==> config.mk <==
export PLATFORM = sky130hd
export DESIGN_NAME = i2c_sensor_poller
export DESIGN_NICKNAME = d
export VERILOG_FILES = /design/src/rtl/i2c_sensor_poller.sv
export SDC_FILE = /design/constraint.sdc
export NUM_CORES = 1
export LEC_CHECK = 0
export ABC_AREA = 1
export CELL_PAD_IN_SITES_DETAIL_PLACEMENT = 1
export CELL_PAD_IN_SITES_GLOBAL_PLACEMENT = 1
export CORE_MARGIN = 2
export CORE_UTILIZATION = 43
export CTS_CLUSTER_SIZE = 16
export DETAILED_ROUTE_END_ITERATION = 16
export GPL_ROUTABILITY_DRIVEN = 0
export HOLD_SLACK_MARGIN = 0.15
export MAX_ROUTING_LAYER = met4
export PLACE_DENSITY_LB_ADDON = 0.1
export REMOVE_ABC_BUFFERS = 1
export SYNTH_ARGS = -nofsm -noshare
export SYNTH_HDL_FRONTEND = slang
export SYNTH_SLANG_ARGS = --single-unit
==> constraint.sdc <==
create_clock -name clk_in -period 2.45 [get_ports clk_in]
set_input_delay 0.3675 -clock clk_in [delete_from_list [all_inputs] [get_ports clk_in]]
set_output_delay 0.3675 -clock clk_in [all_outputs]
set_load 0.02 [all_outputs]
==> src/rtl/i2c_sensor_poller.sv <==
// ---------------------------------------------------------------------------
// i2c_sensor_poller
//
// Purpose: periodically reads a 16-bit register from an I2C sensor through a
// byte-oriented I2C master. Each poll first writes the register pointer
// (REG_PTR) to DEV_ADDR, then reads two bytes back (MSB first). A good read
// updates sample_out; a failed write or short read pulses error_out and bumps
// a saturating error counter.
//
// Optional feature: define POLLER_TIMEOUT_EN to add a watchdog that forces a
// poll into the error path after TIMEOUT_CYCLES cycles in any one non-idle
// state. Without it a poll waits on ready_in indefinitely.
//
// Ports:
//   clk_in            sole clock, rising edge
//   n_rst             asynchronous active-low reset
//   poll_en_in        enables the periodic poll timer
//   enable_out        command strobe to the I2C master
//   rd_wr_out         0 = write, 1 = read
//   continuous_out    keep the bus for a follow-on transfer (repeated start)
//   address_out[6:0]  7-bit slave address (always DEV_ADDR)
//   data_bytes_out[5:0] byte count of the current transfer
//   wr_data_out[7:0]  byte to write (register pointer)
//   ready_in          master idle / accepting a command
//   wr_valid_in       master reports a write byte ACKed
//   rd_valid_in       master presents a read byte on rd_data_in
//   rd_data_in[7:0]   read byte from the master
//   sample_out[15:0]  last good sample
//   sample_valid_out  one-cycle pulse when sample_out updates
//   error_out         one-cycle pulse on a failed poll
//   err_cnt_out[7:0]  saturating failure count
//   busy_out          high whenever a poll is in progress
// ---------------------------------------------------------------------------
module i2c_sensor_poller #(
    parameter int       CLK_IN_FREQ_MHZ = 10,
    parameter int       POLL_PERIOD_US  = 1000,
    parameter logic [6:0] DEV_ADDR      = 7'h40,
    parameter logic [7:0] REG_PTR       = 8'h02,
    parameter int       TIMEOUT_CYCLES  = 100000
) (
    input  logic       clk_in,
    input  logic       n_rst,
    input  logic       poll_en_in,
    output logic       enable_out,
    output logic       rd_wr_out,
    output logic       continuous_out,
    output logic [6:0] address_out,
    output logic [5:0] data_bytes_out,
    output logic [7:0] wr_data_out,
    input  logic       ready_in,
    input  logic       wr_valid_in,
    input  logic       rd_valid_in,
    input  logic [7:0] rd_data_in,
    output logic [15:0] sample_out,
    output logic       sample_valid_out,
    output logic       error_out,
    output logic [7:0] err_cnt_out,
    output logic       busy_out
);

    localparam logic [31:0] PER_TC = 32'(CLK_IN_FREQ_MHZ * POLL_PERIOD_US - 1);

    typedef enum logic [2:0] {
        IDLE,
        WR_REQ,
        WR_WAIT,
        RD_REQ,
        RD_WAIT,
        DONE,
        ERR
    } state_t;

    state_t      r_state;
    state_t      w_state_nxt;
    logic        w_enable;
    logic        w_cont;
    logic        w_wd_expired;

    logic [31:0] r_per_cnt;
    logic        r_pending;
    logic        r_wr_ok;
    logic [1:0]  r_byte_cnt;
    logic [7:0]  r_rx_hi;
    logic [7:0]  r_rx_lo;
    logic        r_rd_wr;
    logic [5:0]  r_nbytes;
    logic [7:0]  r_wr_data;
    logic [15:0] r_sample;
    logic [7:0]  r_err_cnt;

    // A write ACK arriving in the same cycle ready_in returns still counts.
    logic        w_wr_ok;
    assign w_wr_ok = r_wr_ok | wr_valid_in;

    // -----------------------------------------------------------------------
    // Next-state and command strobes
    // -----------------------------------------------------------------------
    always_comb begin
        w_state_nxt = r_state;
        w_enable    = 1'b0;
        w_cont      = 1'b0;
        case (r_state)
            IDLE: begin
                if (r_pending && ready_in) w_state_nxt = WR_REQ;
            end
            WR_REQ: begin
                w_cont = 1'b1;
                // enable drops combinationally once the master goes busy
                if (!ready_in) w_state_nxt = WR_WAIT;
                else           w_enable    = 1'b1;
            end
            WR_WAIT: begin
                if (ready_in) w_state_nxt = w_wr_ok ? RD_REQ : ERR;
            end
            RD_REQ: begin
                w_cont = 1'b1;
                if (!ready_in) w_state_nxt = RD_WAIT;
                else           w_enable    = 1'b1;
            end
            RD_WAIT: begin
                if (ready_in) w_state_nxt = (r_byte_cnt == 2'd2) ? DONE : ERR;
            end
            DONE:    w_state_nxt = IDLE;
            ERR:     w_state_nxt = IDLE;
            default: w_state_nxt = IDLE;
        endcase
        if (w_wd_expired) begin
            w_state_nxt = ERR;
            w_enable    = 1'b0;
        end
    end

`ifdef POLLER_TIMEOUT_EN
    localparam logic [31:0] WD_TC = 32'(TIMEOUT_CYCLES - 1);

    // Watchdog: counts cycles in the current non-idle state, restarting on
    // every state change so each handshake phase gets the full budget.
    logic [31:0] r_wd_cnt;

    always_ff @(posedge clk_in or negedge n_rst) begin
        if (!n_rst) begin
            r_wd_cnt <= '0;
        end else if (r_state == IDLE || w_state_nxt != r_state) begin
            r_wd_cnt <= '0;
        end else begin
            r_wd_cnt <= r_wd_cnt + 32'd1;
        end
    end

    assign w_wd_expired = (r_wd_cnt == WD_TC) &&
                          (r_state != IDLE) && (r_state != DONE) && (r_state != ERR);
`else
    assign w_wd_expired = 1'b0;

    // TIMEOUT_CYCLES stays in the parameter list so both builds share one
    // instantiation; this empty guard is its only reference here.
    if (TIMEOUT_CYCLES < 0) begin : g_wd_param_unused
    end
`endif

    // -----------------------------------------------------------------------
    // State, poll timer, capture and status registers
    // -----------------------------------------------------------------------
    always_ff @(posedge clk_in or negedge n_rst) begin
        if (!n_rst) begin
            r_state    <= IDLE;
            r_per_cnt  <= '0;
            r_pending  <= 1'b0;
            r_wr_ok    <= 1'b0;
            r_byte_cnt <= '0;
            r_rx_hi    <= '0;
            r_rx_lo    <= '0;
            r_rd_wr    <= 1'b0;
            r_nbytes   <= '0;
            r_wr_data  <= '0;
            r_sample   <= '0;
            r_err_cnt  <= '0;
        end else begin
            r_state <= w_state_nxt;

            if (!poll_en_in || r_per_cnt == PER_TC) r_per_cnt <= '0;
            else                                    r_per_cnt <= r_per_cnt + 32'd1;

            // A tick wins over the start-of-poll clear, so a tick landing on
            // the launch cycle still yields one follow-on poll.
            if (poll_en_in && r_per_cnt == PER_TC)
                r_pending <= 1'b1;
            else if (!poll_en_in || (r_state == IDLE && w_state_nxt == WR_REQ))
                r_pending <= 1'b0;

            if (r_state == IDLE)                     r_wr_ok <= 1'b0;
            else if (r_state == WR_WAIT && wr_valid_in) r_wr_ok <= 1'b1;

            if (r_state == IDLE) begin
                r_byte_cnt <= '0;
            end else if (r_state == RD_WAIT && rd_valid_in && r_byte_cnt != 2'd2) begin
                if (r_byte_cnt == 2'd0) r_rx_hi <= rd_data_in;
                else                    r_rx_lo <= rd_data_in;
                r_byte_cnt <= r_byte_cnt + 2'd1;
            end

            // Command fields are loaded on entry and held through the wait
            // state, so they stay stable while the master is busy.
            if (w_state_nxt == WR_REQ) begin
                r_rd_wr   <= 1'b0;
                r_nbytes  <= 6'd1;
                r_wr_data <= REG_PTR;
            end else if (w_state_nxt == RD_REQ) begin
                r_rd_wr   <= 1'b1;
                r_nbytes  <= 6'd2;
            end

            // Loaded on entry to DONE so sample_out is already new while
            // sample_valid_out is high.
            if (w_state_nxt == DONE) r_sample <= {r_rx_hi, r_rx_lo};

            if (w_state_nxt == ERR && r_state != ERR && r_err_cnt != 8'hFF)
                r_err_cnt <= r_err_cnt + 8'd1;
        end
    end

    assign enable_out       = w_enable;
    assign continuous_out   = w_cont;
    assign rd_wr_out        = r_rd_wr;
    assign address_out      = DEV_ADDR;
    assign data_bytes_out   = r_nbytes;
    assign wr_data_out      = r_wr_data;
    assign sample_out       = r_sample;
    assign sample_valid_out = (r_state == DONE);
    assign error_out        = (r_state == ERR);
    assign err_cnt_out      = r_err_cnt;
    assign busy_out         = (r_state != IDLE);

endmodule

==> metrics <==
row cnt 37; largest net degree at the start of global routing 44; pwr dens 474 mW/mm^2; multi-input logic area 0.00194 sq mm; number of global-route vias before repair 4145; TNS Setup 0 ps; warnings from Yosys 0; IO Count 65; IO buf count 46; worst-margin pin slew 756 ps; Initial Utilization 0.436; Netlist cell types 29; CTS tree yes; clock net sink count 82; Layout area overhead 16.2%; WP data required 2080 ps; CP max stage delay 590 ps; htree depth 3; CP arrival 1810 ps; Reg2Reg Setup Slack 420 ps; Filler cells 1327; NumNets Final 674; Reg area 0.00205 sq mm; final instance area 0.00516 sq mm; Slew Limit Headroom 0.496; GRT Util Overall 0.222; period utilization 0.888; Cells after Synth 608; CP endpoint kind output pin; DRT antenna net count 0; Final setup viols 0; Seq cells post-synth 82; Detailed Route Iter0 Violations 133; Num CTS Buffers 9; max cap viols 0; status complete, no violations; first-pass GRT wire length 19300 um; via count of the routed design 3799; dpl cells 780; number of max-slew violations in the final report 0; core box area 0.0102 sq mm; DP Area 0.00496 sq mm; drt drc 0; Hold Vio Cnt, Final 0; Startpoint Class flop; CP most frequent cell inv_1; sequential element share of the synthesized area 0.462; clock slew at reported path FFs 90 ps; Die ar. 0.0112 sq mm; clock buffer depth 2; chip height 106 um; Die X 106 um; Avg Cell Area, Syn 7.31 sq um; number of diodes 0; layout cells sized above 1 0.0605; Worst Clk Skew 9.76 ps; delay-heaviest family, CP buffers and inverters; mapped cell area 0.00444 sq mm; filler-free cell count of the finished design 797; DP HPWL 8630 um; Slowest-stage cell, CP clkdlybuf4s50_1; final WL 11200 um; CTS root buffer clkbuf_8; post-DR wirelength/cell 14.1 um; clk_lat worst skew 360 ps; Setup Fix Bufs, Post-CTS 0; Period minus WS final 2170 ps; antenna violations before repair 0; hold slack 467 ps; Max Fclk 460 MHz; Peak VDD IR 0.257 mV; Pre-antenna DRT Iters 4; crit-path cells inv_1 > nor2_2 > nand2_1 > inv_1 > clkdlybuf4s50_1; crit path kind flop to output pin; Buf/Inv on CP 3; routed vias/inst 4.77; Leakage 2.39 nW; RSZ-0062 raised after global routing false; grt total ovfl 0; crit path max fanout 4; HP Class flop to flop
cell usage in the layout, fill, tap and decap left out:
cell,Yosys,routed
a21oi_1,2,2
a22o_1,1,1
buf_12,1,2
buf_4,22,2
clkbuf_8,0,9
clkdlybuf4s50_1,0,45
clkinv_4,0,1
clkinvlp_4,0,1
conb_1,2,18
dfrtp_1,82,82
dlygate4sd3_1,0,1
ha_1,4,4
inv_1,76,76
inv_2,1,1
inv_6,0,2
inv_8,0,3
nand2_1,198,198
nand2_2,5,5
nand3_1,37,37
nand3_2,1,1
nand3b_1,2,2
nand4_1,1,1
nor2_1,103,103
nor2_2,3,3
nor2_4,1,1
nor3_1,1,1
o211ai_1,1,1
o21ai_0,31,31
o21ai_2,8,8
or2_1,1,1
or2_2,1,1
xnor2_1,3,3
xor2_1,14,14
metal layers:
metal,vias up,share of wire,GRT usage
met1,1829,0.45,0.264
li1,1907,-,-
met3,8,0.026,0.0414
met4,0,0.011,0.0498
met2,55,0.51,0.391
met5,-,0,-
flip-flops by register name (all words and copies together), names as in the netlist:
| signal | count |
|---|---|
| r_state | 3 |
| sample_out | 16 |
| r_per_cnt | 32 |
| data_bytes_out | 2 |
| err_cnt_out | 8 |
| wr_data_out | 1 |
| r_byte_cnt | 2 |
| r_pending | 1 |
| r_rx_lo | 8 |
| r_rx_hi | 8 |
| r_wr_ok | 1 |
kinds of logic after synthesis:
kind of cell | Yosys count | share of synthesized area
AND/OR/NAND/NOR | 354 | 0.321
buffers and inverters | 106 | 0.114
flip-flops | 82 | 0.462
AO/OA/AOI/OAI | 43 | 0.0566
XOR/XNOR | 17 | 0.0335
adder cells (fa/ha/maj) | 4 | 0.0113
other | 2 | 0.00169
cell type report:
type                    instances  share of cell area
clock inverters                 7              0.0131
multi-input cells             436               0.376
clock buffers                   9              0.0240
well taps                     136              0.0330
repair buffers                 50              0.0999
inverters                      77              0.0560
flip-flops and latches         82               0.398
worst paths after layout:
path	start	end	cells past startpoint
max in group asynchronous	n_rst	r_byte_cnt[0]	3
worst min register to register	wr_data_out[1]	wr_data_out[1]	2
worst max-delay path	r_state[0]	enable_out	5
min in group asynchronous	n_rst	r_per_cnt[29]	2
worst min-delay path	wr_data_out[1]	wr_data_out[1]	2
worst max register to register	r_per_cnt[0]	r_per_cnt[25]	9
through the flow:
stage / setup slack [ps] / total power, mW / utilization
after floorplan: 771 / 1.43 / -
after global placement: 352 / 1.50 / 0.487
after detailed placement: 241 / 1.50 / 0.487
after CTS: 244 / 2.50 / 0.507
after global routing: 133 / 2.56 / 0.507
final: 275 / 2.45 / 0.507
tightest hold or removal path: cells and delay by family, from the launching register on:
family	cells	cell delay [ps]
simple gates	1	50
flops	1	350
buf+inv	1	40
Yosys cell counts:
| library cell | number | area, sq um |
|---|---|---|
| nand3b_1 | 2 | 15.0 |
| nor3_1 | 1 | 5.00 |
| nand2_1 | 198 | 743 |
| clkbuf_1 | 3 | 11.3 |
| buf_6 | 1 | 11.3 |
| o21ai_0 | 31 | 155 |
| buf_4 | 22 | 165 |
| nand4_1 | 1 | 6.26 |
| inv_2 | 1 | 3.75 |
| xnor2_1 | 3 | 26.3 |
| or2_1 | 1 | 6.26 |
| nor2_4 | 1 | 11.3 |
| o211ai_1 | 1 | 7.51 |
| buf_12 | 1 | 20.0 |
| nor2_1 | 103 | 387 |
| a22o_1 | 1 | 8.76 |
| nand3_2 | 1 | 10.0 |
| dfrtp_1 | 82 | 2050 |
| o21ai_2 | 8 | 70.1 |
| ha_1 | 4 | 50.1 |
| nand2_2 | 5 | 31.3 |
| xor2_1 | 14 | 123 |
| buf_2 | 2 | 10.0 |
| or2_2 | 1 | 6.26 |
| a21oi_1 | 2 | 10.0 |
| inv_1 | 76 | 285 |
| nor2_2 | 3 | 18.8 |
| nand3_1 | 37 | 185 |
| conb_1 | 2 | 7.51 |
what timing repair did:
action / CTS / global route
gates resized for setup: 0 / 0
hold endpoints to repair: 39 / 0
hold buffers: 1 / 0
report_power, final:
group          total [mW]  internal [mW]  leakage (nW)  switching [mW]
logic               0.113         0.0325          1.16          0.0807
clock network       0.973          0.399        0.0962           0.574
registers            1.36           1.36          1.13         0.00376
total                2.45           1.79          2.39           0.659
Power figures use the tool's default switching activity.
